===== src/rtl/matrix_result_collector_pkg.sv =====
// Shared types and helpers for the matrix result collector
// and the row-major loaders built around the systolic array.
package matrix_result_collector_pkg;

    localparam int DATA_WIDTH_DEF = 16;
    localparam int FRAC_WIDTH_DEF = 8;

    typedef enum logic [1:0] {
        IDLE    = 2'd0,
        COLLECT = 2'd1,
        DRAIN   = 2'd2
    } state_t;

    // Index width that never collapses to zero for a 1-deep dimension
    function automatic int idx_w(input int x);
        return (x > 1) ? $clog2(x) : 1;
    endfunction

endpackage


===== src/rtl/matrix_result_collector_rowmajor_index_counter.sv =====
// Row-major (row, col) walker over a ROWS x COLS grid.
// clr has priority over inc; the walk wraps to (0,0) after the last cell.
module rowmajor_index_counter
    import matrix_result_collector_pkg::*;
#(
    parameter int ROWS = 5,
    parameter int COLS = 5,
    localparam int ROW_W = idx_w(ROWS),
    localparam int COL_W = idx_w(COLS)
) (
    input  logic             clk,
    input  logic             rst,
    input  logic             clr,
    input  logic             inc,
    output logic [ROW_W-1:0] row,
    output logic [COL_W-1:0] col,
    output logic             last
);

    logic row_end;
    logic col_end;

    assign row_end = (int'(row) == ROWS - 1);
    assign col_end = (int'(col) == COLS - 1);
    assign last    = row_end && col_end;

    // Advance column first, carrying into the row at the end of a line
    always_ff @(posedge clk) begin
        if (rst || clr) begin
            row <= '0;
            col <= '0;
        end else if (inc) begin
            if (col_end) begin
                col <= '0;
                row <= row_end ? '0 : row + ROW_W'(1);
            end else begin
                col <= col + COL_W'(1);
            end
        end
    end

endmodule


===== src/rtl/matrix_result_collector.sv =====
// Collects element-addressed matmul results in any order, then
// replays the full matrix row-major on a valid/ready stream.
module matrix_result_collector
    import matrix_result_collector_pkg::*;
#(
    parameter int DATA_WIDTH = DATA_WIDTH_DEF,
    parameter int FRAC_WIDTH = FRAC_WIDTH_DEF,
    parameter int M = 5,
    parameter int N = 5,
    localparam int ROW_W = idx_w(M),
    localparam int COL_W = idx_w(N),
    localparam int CNT_W = $clog2(M * N + 1)
) (
    input  logic                  clk,
    input  logic                  rst,
    input  logic                  start,
    input  logic [DATA_WIDTH-1:0] c_data,
    input  logic [ROW_W-1:0]      c_row,
    input  logic [COL_W-1:0]      c_col,
    input  logic                  c_valid,
    input  logic                  done,
    output logic [DATA_WIDTH-1:0] out_data,
    output logic [ROW_W-1:0]      out_row,
    output logic [COL_W-1:0]      out_col,
    output logic                  out_valid,
    input  logic                  out_ready,
    output logic                  out_last,
    output logic                  busy,
    output logic [CNT_W-1:0]      elem_count,
    output logic                  dup_err,
    output logic                  range_err,
    output logic                  late_err,
    output logic                  missing_err,
    output logic                  drain_done
);

    localparam int DEPTH = M * N;
    localparam int IDX_W = idx_w(DEPTH);

    // Q-format is only carried through; it must still fit the word
    if (FRAC_WIDTH >= DATA_WIDTH) begin : g_bad_frac
        $error("FRAC_WIDTH must be smaller than DATA_WIDTH");
    end

    state_t state;
    state_t state_nxt;

    logic [DATA_WIDTH-1:0] buffer [DEPTH];
    logic [DEPTH-1:0]      bitmap;

    logic             collect;
    logic             draining;
    logic             in_range;
    logic             wr_en;
    logic             is_dup;
    logic             hs;
    logic             finish;
    logic             cnt_clr;
    logic             cnt_last;
    logic [IDX_W-1:0] wr_idx;
    logic [IDX_W-1:0] rd_idx;
    logic [CNT_W-1:0] cnt_nxt;
    logic [ROW_W-1:0] cnt_row;
    logic [COL_W-1:0] cnt_col;

    assign collect  = (state == COLLECT);
    assign draining = (state == DRAIN);
    assign hs       = out_valid && out_ready;
    assign finish   = draining && hs && cnt_last;

    assign in_range = (int'(c_row) < M) && (int'(c_col) < N);
    assign wr_idx   = IDX_W'(int'(c_row) * N + int'(c_col));
    assign rd_idx   = IDX_W'(int'(cnt_row) * N + int'(cnt_col));
    assign wr_en    = collect && c_valid && in_range && !start;
    assign is_dup   = in_range && bitmap[wr_idx];
    assign cnt_nxt  = (wr_en && !is_dup) ? elem_count + CNT_W'(1)
                                         : elem_count;
    assign cnt_clr  = start || (collect && done);

    rowmajor_index_counter #(
        .ROWS (M),
        .COLS (N)
    ) u_idx (
        .clk  (clk),
        .rst  (rst),
        .clr  (cnt_clr),
        .inc  (hs),
        .row  (cnt_row),
        .col  (cnt_col),
        .last (cnt_last)
    );

    // State register
    always_ff @(posedge clk) begin
        if (rst) begin
            state <= IDLE;
        end else begin
            state <= state_nxt;
        end
    end

    // Next-state: start restarts from anywhere, done ends collection
    always_comb begin
        state_nxt = state;
        unique case (state)
            IDLE: begin
                if (start) state_nxt = COLLECT;
            end
            COLLECT: begin
                if (start)     state_nxt = COLLECT;
                else if (done) state_nxt = DRAIN;
            end
            DRAIN: begin
                if (start)       state_nxt = COLLECT;
                else if (finish) state_nxt = IDLE;
            end
            default: state_nxt = IDLE;
        endcase
    end

    // Output decode; absent entries read as zero via the bitmap
    always_comb begin
        busy     = (state != IDLE);
        out_last = out_valid && cnt_last;
        out_row  = out_valid ? cnt_row : '0;
        out_col  = out_valid ? cnt_col : '0;
        out_data = '0;
        if (out_valid && bitmap[rd_idx]) begin
            out_data = buffer[rd_idx];
        end
    end

    // Element storage; contents are qualified by the bitmap, not reset
    always_ff @(posedge clk) begin
        if (wr_en) begin
            buffer[wr_idx] <= c_data;
        end
    end

    // Arrival tracking, sticky error flags and stream valid
    always_ff @(posedge clk) begin
        if (rst) begin
            bitmap      <= '0;
            elem_count  <= '0;
            dup_err     <= 1'b0;
            range_err   <= 1'b0;
            late_err    <= 1'b0;
            missing_err <= 1'b0;
            out_valid   <= 1'b0;
            drain_done  <= 1'b0;
        end else if (start) begin
            bitmap      <= '0;
            elem_count  <= '0;
            dup_err     <= 1'b0;
            range_err   <= 1'b0;
            late_err    <= 1'b0;
            missing_err <= 1'b0;
            out_valid   <= 1'b0;
            drain_done  <= 1'b0;
        end else begin
            drain_done <= 1'b0;
            elem_count <= cnt_nxt;
            if (wr_en) begin
                bitmap[wr_idx] <= 1'b1;
                if (is_dup) dup_err <= 1'b1;
            end
            if (collect && c_valid && !in_range) begin
                range_err <= 1'b1;
            end
            if (!collect && c_valid) begin
                late_err <= 1'b1;
            end
            if (collect && done) begin
                out_valid <= 1'b1;
                if (int'(cnt_nxt) < DEPTH) missing_err <= 1'b1;
            end
            if (finish) begin
                out_valid  <= 1'b0;
                drain_done <= 1'b1;
            end
        end
    end

endmodule


===== config.mk =====
export PLATFORM = sky130hd
export DESIGN_NAME = matrix_result_collector
export DESIGN_NICKNAME = d
export VERILOG_FILES = /design/src/rtl/matrix_result_collector_pkg.sv /design/src/rtl/matrix_result_collector_rowmajor_index_counter.sv /design/src/rtl/matrix_result_collector.sv
export SDC_FILE = /design/constraint.sdc
export NUM_CORES = 1
export LEC_CHECK = 0
export ABC_AREA = 1
export ABC_CLOCK_PERIOD_IN_PS = 4600
export CAP_MARGIN = 10
export CORE_AREA = 2 2 250 252
export CTS_BUF_LIST = sky130_fd_sc_hd__clkbuf_8
export DETAILED_ROUTE_END_ITERATION = 7
export DIE_AREA = 0 0 252 254
export SYNTH_ARGS = -nofsm -noshare
export SYNTH_HDL_FRONTEND = slang
export SYNTH_SLANG_ARGS = --single-unit
export TNS_END_PERCENT = 100

===== constraint.sdc =====
create_clock -name clk -period 4.6 [get_ports clk]
set_input_delay 0.92 -clock clk [delete_from_list [all_inputs] [get_ports clk]]
set_output_delay 0.92 -clock clk [all_outputs]
set_load 0.1 [all_outputs]

==> impl_metrics.tcl, run 1 <==
set metrics [dict create \
    yosysTopAreaCellShare_pct 65.7 \
    power_density_nw_per_um2 361 \
    crit_fanout 6 \
    max_freq_ghz 0.218 \
    clkLatencyLatePin_ns 0.61 \
    post_drt_wl_per_cell_microns 20.8 \
    synth_enable_flop_cells 400 \
    hold_buffers 0 \
    arrival_ns 3.66 \
    hold_path_class "reg -> reg" \
    setup_violations 0 \
    gp_congestion 0.836 \
    synth.most_common_cell "edfxtp_1" \
    hpwlAfterDp_microns 30100 \
    report.final.slew_viol_count 0 \
    tns_ns 0 \
    post-route-drc-count 0 \
    synth_common_cells "400 x edfxtp_1, 239 x nor2_1, 181 x nand2_1" \
    portBuffers 62 \
    stdcell_area_sq_um 22000 \
    finalClockSkew_ns 0.0236 \
    cts_buffer_depth 3 \
    yosysTopAreaCell "edfxtp_1" \
    place_area_sq_um 20300 \
    cts_sinks 444 \
    fillers 5850 \
    relSlewSlack_pct 25.5 \
    yosys_warnings 0 \
    die_x_microns 252 \
    grt_setup_unrepaired "yes" \
    startpoint_type "register" \
    timing.final.crit_share_pct 99.5 \
    routed_wl_microns 51100 \
    floorplan.rows 91 \
    ys_async_sr_fraction_pct 0 \
    fin_hold_ws_ns 0.471 \
    p_leak_uw 0.00740 \
    coreArea_sq_um 61300 \
    dieArea_sq_um 64000 \
    drive_above_1_share_pct 17.0 \
    cts_root_buf "clkbuf_8" \
    cp-end-kind "primary output" \
    nets 1661 \
    h-tree-depth 3 \
    fin_crit_ns 4.58 \
    clk_pin_slew_ns 0.06 \
    synth-seq-cells 444 \
    required_ns 3.68 \
    grt_pass1_wl_microns 76400 \
    die_h_microns 254 \
    grt_pass1_vias 12332 \
    status "complete, no violations" \
    tightestPinTransition_ns 1.11 \
    start_util_pct 29.9 \
    path_class "reg -> out" \
    synth.net_count 1540 \
    vdd_drop_max_mv 0.169 \
    hold_violations 0 \
    via_per_inst 5.08 \
    first_iter_violations 1353 \
    antenna_found_initial 2 \
    hold_depth 2 \
    rr_worst_depth 9 \
    syn_area_per_cell_sq_um 12.3 \
    syn_inst 1489 \
    grt_max_degree 109 \
    gr-total-overflow 0 \
    area_growth_pct 20.2 \
    first_pass_iters 5 \
    synth.area.top_cells "edfxtp_1 66%, nor2_1 4.9%, dfxtp_1 4.8%, o21ai_0 3.7%, nand2_1 3.7%" \
    syn_area_sq_um 18300 \
    diodes 0 \
    yosys.cell_types.count 49 \
    seq_area_frac_synth_pct 70.5 \
    synth_flop_cell "edfxtp_1" \
    track_usage_pct 15.8 \
    drtAntennaViolNets 0 \
    vias 12484 \
    cts-buffers-inserted 75 \
    io_pins 63 \
    cts_tree "yes" \
    drv_cap 0 \
]
==> per-stage QoR <==
stage	worst slack [ns]	total power [uW]	utilization, %	instances
floorplan	-0.0561	4650	-	1489
global placement	0.317	4790	33.1	2316
detailed placement	0.308	4790	33.1	2316
CTS	-0.0291	8010	35.7	2454
global route	-0.0811	8220	35.9	2456
finish	0.0230	7940	35.9	2456
==> kinds of logic (layout without fill, tap and decap cells) <==
kind of cell | count (synthesis) | count (layout) | synth area share [%]
flip-flops | 444 | 444 | 70.5
XOR/XNOR | 7 | 7 | 0.376
buffers and inverters | 161 | 338 | 3.97
adder cells (fa/ha/maj) | 23 | 23 | 1.66
AND/OR/NAND/NOR | 478 | 478 | 10.6
AO/OA/AOI/OAI | 376 | 376 | 12.9
==> worst paths after layout <==
kind,endpoint,slack (ns),startpoint
max,out_data[2],0.02,u_idx.row[0]
min,bitmap[21],0.47,bitmap[21]
max reg2reg,buffer[24][5],2.21,state[0]
min reg2reg,bitmap[21],0.47,bitmap[21]
==> state kept, by name, summed over array words and instances, names as in the netlist <==
name         flops
state            2
bitmap          25
missing_err      1
u_idx.col        3
elem_count       5
out_valid        1
range_err        1
dup_err          1
u_idx.row        3
buffer         400
late_err         1
drain_done       1
==> where the power goes <==
part	internal (uW)	total, uW	switching, uW
Combinational	82.5	306	223
Sequential	4400	4400	3.67
Clock	1670	3230	1560
==> layer usage <==
layer	wire [microns]	share of wire [%]	GRT usage, %	vias up
met3	4150	8.1	3.77	85
met4	1080	2.1	4.89	4
met5	25	0.049	0	-
li1	-	-	-	5703
met1	21600	42	21.0	6198
met2	24300	48	25.6	494
==> layout make-up <==
type / instances / area (sq um) / share of cell area, %
Inverter: 74 / 287 / 1.30
Tap cell: 790 / 988 / 4.50
Clock buffer: 80 / 1100 / 5.01
Timing Repair Buffer: 131 / 1450 / 6.58
Multi-Input combinational cell: 884 / 5000 / 22.7
Sequential cell: 444 / 12900 / 58.7
Clock inverter: 53 / 263 / 1.20
==> layout by cell type, fill, tap and decap left out, types with 5 or more instances in the layout <==
cell	count
nand2_1	180
inv_1	85
o21ai_0	130
nor2_1	201
nand2_2	12
o221ai_1	32
clkinvlp_4	5
buf_4	55
inv_2	8
a221oi_2	9
a31oi_1	5
o311ai_1	5
clkinv_2	10
clkdlybuf4s50_1	46
clkbuf_8	80
nor3_1	5
a221oi_1	41
ha_4	5
nor2_4	9
nor2_2	32
o21ai_1	29
buf_12	24
edfxtp_1	400
nand3_1	28
a21oi_1	79
dfxtp_1	40
o211ai_1	9
a32o_1	10
ha_1	16
clkinv_1	14
==> worst max-delay path: stages, from the launching register on <==
cell and delay (ns):
dfxtp_2 0.34, buf_6 0.13, ha_4 0.16, ha_4 0.16, fa_2 0.64, clkinvlp_4 0.23, nand2_2 0.16, buf_6 0.16
a221oi_1 0.07, o21ai_1 0.21, o211ai_1 0.28, a211oi_4 0.31, buf_12 0.21
==> timing repair <==
action | 4_1_cts | 5_1_grt
cloned | 1 | 0
gates resized for setup | 38 | 28
pin swaps | 10 | 8
setup buffers | 4 | 2
setup endpoints to repair | 16 | 16
endpoints found under the hold margin | 0 | 0
Power figures use the tool's default switching activity.
==> run 2, diff against run 1 <==
Settings changed: CTS_BUF_LIST sky130_fd_sc_hd__clkbuf_8 to not set, CTS_CLUSTER_DIAMETER set to 50.
==> run 2 against run 1 <==
Against the previous run: first-iteration DRC count shrank 2.1%; clock skew fell by 0.0044 ns; sequential power is essentially flat; utilization is 0.37 points higher; critical path depth stayed put; global-route usage fell by 0.15 points; critical path type unchanged; largest cell class unchanged; largest power group unchanged.
==> impl_metrics.tcl, run 2 (same netlist as run 1, synthesis figures left out) <==
set metrics [dict create \
    post_drt_wl_per_cell_microns 20.9 \
    grt_max_degree 109 \
    io_pins 63 \
    power_density_nw_per_um2 386 \
    hold_violations 0 \
    grt_setup_unrepaired "yes" \
    antenna_found_initial 2 \
    fin_crit_ns 4.51 \
    vdd_drop_max_mv 0.301 \
    top_register "buffer" \
    startpoint_type "register" \
    drive_above_1_share_pct 15.9 \
    switching_share_pct 21.4 \
    timing.final.crit_share_pct 98.1 \
    nets 1636 \
    post-route-drc-count 0 \
    start_util_pct 29.9 \
    gp_congestion 0.836 \
    p_switching_uw 1830 \
    p_clk_share_pct 45.1 \
    final_common_cell "edfxtp_1" \
    cpPeakStageDelay_ns 0.64 \
    first_pass_iters 7 \
    floorplan.rows 91 \
    required_ns 3.68 \
    largest_register_ffs 400 \
    routed_wl_microns 50600 \
    cts_root_buf "clkbuf_16" \
    p_leak_uw 0.00740 \
    pwr-share-comb_pct 3.6 \
    cts-buffers-inserted 49 \
    cts_tree "yes" \
    relSlewSlack_pct 27.0 \
    tns_ns 0 \
    gr-total-overflow 0 \
    cts_sinks 444 \
    timing.critical_path.buf_inv 4 \
    hold_buffers 0 \
    status "complete, no violations" \
    diodes 0 \
    drtAntennaViolNets 0 \
    reg_top3 "buffer x400, bitmap x25, elem_count x5" \
    path_delay_family "adder cells" \
    fin_hold_ws_ns 0.474 \
    arrival_ns 3.59 \
    die_h_microns 254 \
    portBuffers 62 \
    slowest_stage "fa_2" \
    clkLatencyLatePin_ns 0.59 \
    vias 12324 \
    coreArea_sq_um 61300 \
    utilization_pct 36.3 \
    via_per_inst 5.10 \
    report.final.slew_viol_count 0 \
    tightestPinTransition_ns 1.09 \
    internal-power_uw 6730 \
    crit_chain "buf_6 -> ha_4 -> ha_4 -> fa_2 -> clkinvlp_4 -> nand2_2 -> buf_6 -> a221oi_2 -> o21ai_1 -> o211ai_1 -> a211oi_4 -> buf_12" \
    max_freq_ghz 0.221 \
    cp-end-kind "primary output" \
    finalClockSkew_ns 0.0192 \
    drv_cap 0 \
    layout_common_cells "400 x edfxtp_1, 202 x nor2_1, 179 x nand2_1" \
    clk_pin_slew_ns 0.06 \
    h-tree-depth 2 \
    p_seq_share_pct 51.4 \
    first_iter_violations 1324 \
    hpwlAfterDp_microns 30100 \
    setup_violations 0 \
    crit_fanout 6 \
    path_class "reg -> out" \
    grt_pass1_vias 12185 \
    cts_buffer_depth 3 \
    track_usage_pct 15.7 \
    grt_pass1_wl_microns 75800 \
    area_growth_pct 21.4 \
    hold_path_class "reg -> reg" \
    dieArea_sq_um 64000 \
    die_x_microns 252 \
]
==> run 2: changes by cell type in the layout (fill, tap and decap cells not counted), sizes merged <==
cell      delta
clkbuf      -26
clkinv       +5
inv         -21
buf          +1
clkinvlp     -3
bufinv       +4
==> run 2: power groups by stage <==
| stage | combinational, uW | clock, uW | sequential, uW |
|---|---|---|---|
| finish | 305 | 3860 | 4400 |
| global route | 334 | 4090 | 4400 |
| CTS | 305 | 3910 | 4400 |
| detailed placement | 304 | 0 | 4490 |
| global placement | 297 | 0 | 4490 |
| floorplan | 158 | 0 | 4500 |
==> run 2: worst reg2reg max path, cell delays in order (launching register included) <==
cell	delay, ns
dfxtp_1	0.36
inv_2	0.07
nor2_4	0.10
nand2_1	0.10
nor3_4	0.40
nand2_1	0.28
nor2_1	0.18
inv_2	0.08
nor3_2	0.11
buf_4	0.33
==> run 2: metal layers <==
metal,GRT usage (%),wire (microns),up-vias
met1,21.3,21200,6079
met5,0,25,-
met4,4.90,1070,4
li1,-,-,5650
met3,2.97,4230,69
met2,25.3,24100,522
==> run 2: path summary, 6_finish.rpt <==
check | start | endpoint | slack (ns) | cells past startpoint
max | u_idx.row[0] | out_data[5] | 0.09 | 12
min | bitmap[21] | bitmap[21] | 0.47 | 2
max reg2reg | state[0] | buffer[24][13] | 2.23 | 9
min reg2reg | bitmap[21] | bitmap[21] | 0.47 | 2
==> run 2: cell type report <==
| cell class | instances | area [sq um] |
|---|---|---|
| multi-input cells | 884 | 4980 |
| well taps | 790 | 988 |
| clock inverters | 38 | 354 |
| flip-flops and latches | 444 | 12900 |
| inverters | 74 | 287 |
| clock buffers | 54 | 1240 |
| repair buffers | 132 | 1450 |
| fillers | 5840 | 39000 |
==> run 2: through the flow <==
stage,setup WS (ns),total power (uW),area [sq um],cells
final,0.0851,8570,22200,2416
after global routing,-0.00938,8820,22200,2416
after CTS,0.00944,8620,22100,2412
after detailed placement,0.308,4790,20300,2316
after global placement,0.317,4790,20300,2316
after floorplan,-0.0561,4650,18300,1489
==> run 2: timing repair <==
item / 4_1_cts / 5_1_grt
endpoints found under the setup margin: 16 / 16
gates cloned: 1 / 0
pin swaps: 6 / 13
resized for setup: 34 / 27
setup buffers: 3 / 4
==> run 3, diff against run 2 <==
Settings changed: ABC_AREA 1 to not set, ABC_CLOCK_PERIOD_IN_PS 4600 to not set, CORE_AREA 2 2 250 252 to 2 2 248 250, DIE_AREA 0 0 252 254 to 0 0 250 252.
==> run 3 against run 2 <==
Against the previous run: power is 1.2% lower; combinational power is 13% lower; setup slack worse by 0.037 ns; die area is 1.6% lower; critical path depth is 1 lower; sequential cell count stayed put; utilization is 0.45 points higher; area after synthesis is 2.0% lower; largest power group unchanged; highest routed layer is now met4.
==> impl_metrics.tcl, run 3 <==
set metrics [dict create \
    drive_above_1_share_pct 31.3 \
    place_worst_setup_slack_ns 0.294 \
    gr-total-overflow 0 \
    hpwlAfterDp_microns 24800 \
    floorplan.rows 90 \
    fin_ws_ns 0.0481 \
    h-tree-depth 2 \
    ys_async_sr_fraction_pct 0 \
    power_density_nw_per_um2 383 \
    io_pins 63 \
    seq_area_frac_synth_pct 71.9 \
    path_class "reg -> out" \
    fin_crit_ns 4.55 \
    synth_enable_flop_cells 400 \
    die_h_microns 252 \
    drv_cap 0 \
    yosysTopAreaCell "edfxtp_1" \
    synth-seq-cells 444 \
    dieArea_sq_um 63000 \
    crit_fanout 12 \
    first_pass_iters 5 \
    fin_hold_ws_ns 0.483 \
    ff_latch_area_sq_um 12900 \
    finalClockSkew_ns 0.0152 \
    timing.critical_path.buf_inv 2 \
    required_ns 3.68 \
    utilization_pct 36.7 \
    synth_common_cells "400 x edfxtp_1, 125 x mux4_2, 59 x nor2_1" \
    status "complete, no violations" \
    grt_pass1_vias 9602 \
    nets 1102 \
    routed_wl_microns 42800 \
    synth_compound_area_share_pct 3.01 \
    max_freq_ghz 0.220 \
    synth_xor_area_share_pct 0.538 \
    vdd_drop_max_mv 0.275 \
    track_usage_pct 13.6 \
    clkLatencyLatePin_ns 0.56 \
    hold_violations 0 \
    yosysTopAreaCellShare_pct 67.0 \
    cpMostUsedCell "ha_1" \
    cts_root_buf "clkbuf_16" \
    multiInputGateArea_sq_um 4980 \
    setup_violations 0 \
    portBuffers 62 \
    synthAdderAreaFrac_pct 1.69 \
    synth_flop_cell "edfxtp_1" \
    synth.area.top_cells "edfxtp_1 67%, mux4_2 16%, dfxtp_1 4.9%, ha_1 1.5%, mux2i_1 1.3%" \
    syn_area_per_cell_sq_um 19.5 \
    relSlewSlack_pct 32.9 \
    reg_top3 "buffer x400, bitmap x25, elem_count x5" \
    layout_common_cells "400 x edfxtp_1, 125 x mux4_2, 51 x nor2_1" \
    drtAntennaViolNets 0 \
    start_util_pct 29.8 \
    grt_pass1_wl_microns 63100 \
    cp-end-kind "primary output" \
    timing.final.crit_share_pct 99.0 \
    top_register "buffer" \
    synth_top_family_by_area "multiplexers" \
    area_growth_pct 23.2 \
    path_delay_family "adder cells" \
    grt_max_degree 49 \
    largest_register_ffs 400 \
    post-route-drc-count 0 \
    coreArea_sq_um 60100 \
    yosys.area_share.simple_pct 4.33 \
    startpoint_type "register" \
    syn_inst 918 \
    yosys_warnings 0 \
    cts_sinks 444 \
    cpPeakStageDelay_ns 0.45 \
    cts-buffers-inserted 48 \
    final_common_cell "edfxtp_1" \
    via_per_inst 5.05 \
    synth.net_count 969 \
    yosys.cell_types.count 46 \
    clk_pin_slew_ns 0.06 \
    slowest_stage "fa_2" \
    grt_setup_unrepaired "yes" \
    tns_ns 0 \
    hold_path_class "reg -> reg" \
    fillers 5567 \
    cts_tree "yes" \
    report.final.slew_viol_count 0 \
    die_x_microns 250 \
    antenna_found_initial 1 \
    p_leak_uw 0.00691 \
    gp_congestion 0.759 \
    synth.most_common_cell "edfxtp_1" \
    vias 9460 \
    post_drt_wl_per_cell_microns 22.8 \
    syn_area_sq_um 17900 \
    cts_buffer_depth 3 \
    tightestPinTransition_ns 1.00 \
    hold_buffers 0 \
    crit_chain "ha_1 -> ha_1 -> fa_2 -> xnor2_4 -> nor4b_1 -> a21oi_1 -> o211ai_1 -> o211ai_4 -> buf_8 -> nor2_4 -> buf_12" \
    first_iter_violations 758 \
    muxShareOfSynthArea_pct 17.0 \
    arrival_ns 3.63 \
]
run 3: cell types whose count changed after synthesis, sizes merged, moves of 49 or more:
cell,change
a21oi,-52
inv,-62
o21ai,-156
nand2,-178
nor2,-173
mux4,+125
a221oi,-49
run 3: cells by family (layout without fill, tap and decap cells):
logic type / after synthesis / in the layout
AO/OA/AOI/OAI: 81 / 81
XOR/XNOR: 11 / 11
adder cells (fa/ha/maj): 23 / 23
buffers and inverters: 58 / 231
flip-flops: 444 / 444
multiplexers: 148 / 148
other: 0 / 1
AND/OR/NAND/NOR: 153 / 153
run 3: final cells by class:
cell class              instances  share of cell area, %
flip-flops and latches        444                   58.4
multi-input cells             416                   22.6
repair buffers                131                   7.27
clock buffers                  62                   5.91
well taps                     782                   4.43
clock inverters                28                   1.21
inverters                      10                  0.170
diodes                          1                 0.0113
run 3: power by group:
part	internal (uW)	switching [uW]
registers	4400	4.09
clock network	2200	1590
logic	79.3	186
run 3: timing repair:
action / in CTS / in global routing
setup buffers: 4 / 12
gates resized for setup: 10 / 10
gates cloned: 1 / 1
setup endpoints to repair: 16 / 16
pin swaps: 2 / 6
run 3: path summary, 6_finish.rpt:
kind                     start  cells past startpoint             to  slack (ns)
hold reg to reg        dup_err                      1        dup_err        0.48
setup / recovery  u_idx.row[0]                     11    out_data[1]        0.05
hold / removal         dup_err                      1        dup_err        0.48
setup reg to reg      state[0]                      7  buffer[6][12]        1.96
run 3: layer usage:
layer,up-vias,part of all wire (%),GRT usage (%)
met5,-,0,0
met4,0,2.7,4.16
met3,69,6.1,2.60
met2,319,45,20.6
met1,5041,46,19.7
li1,4031,-,-
run 3: metrics by stage:
step | instances | cell area [sq um] | power, uW
floorplan | 918 | 17900 | 4620
global placement | 1765 | 20200 | 4750
detailed placement | 1765 | 20200 | 4750
CTS | 1860 | 21900 | 8540
global route | 1874 | 22100 | 8730
finish | 1874 | 22100 | 8460
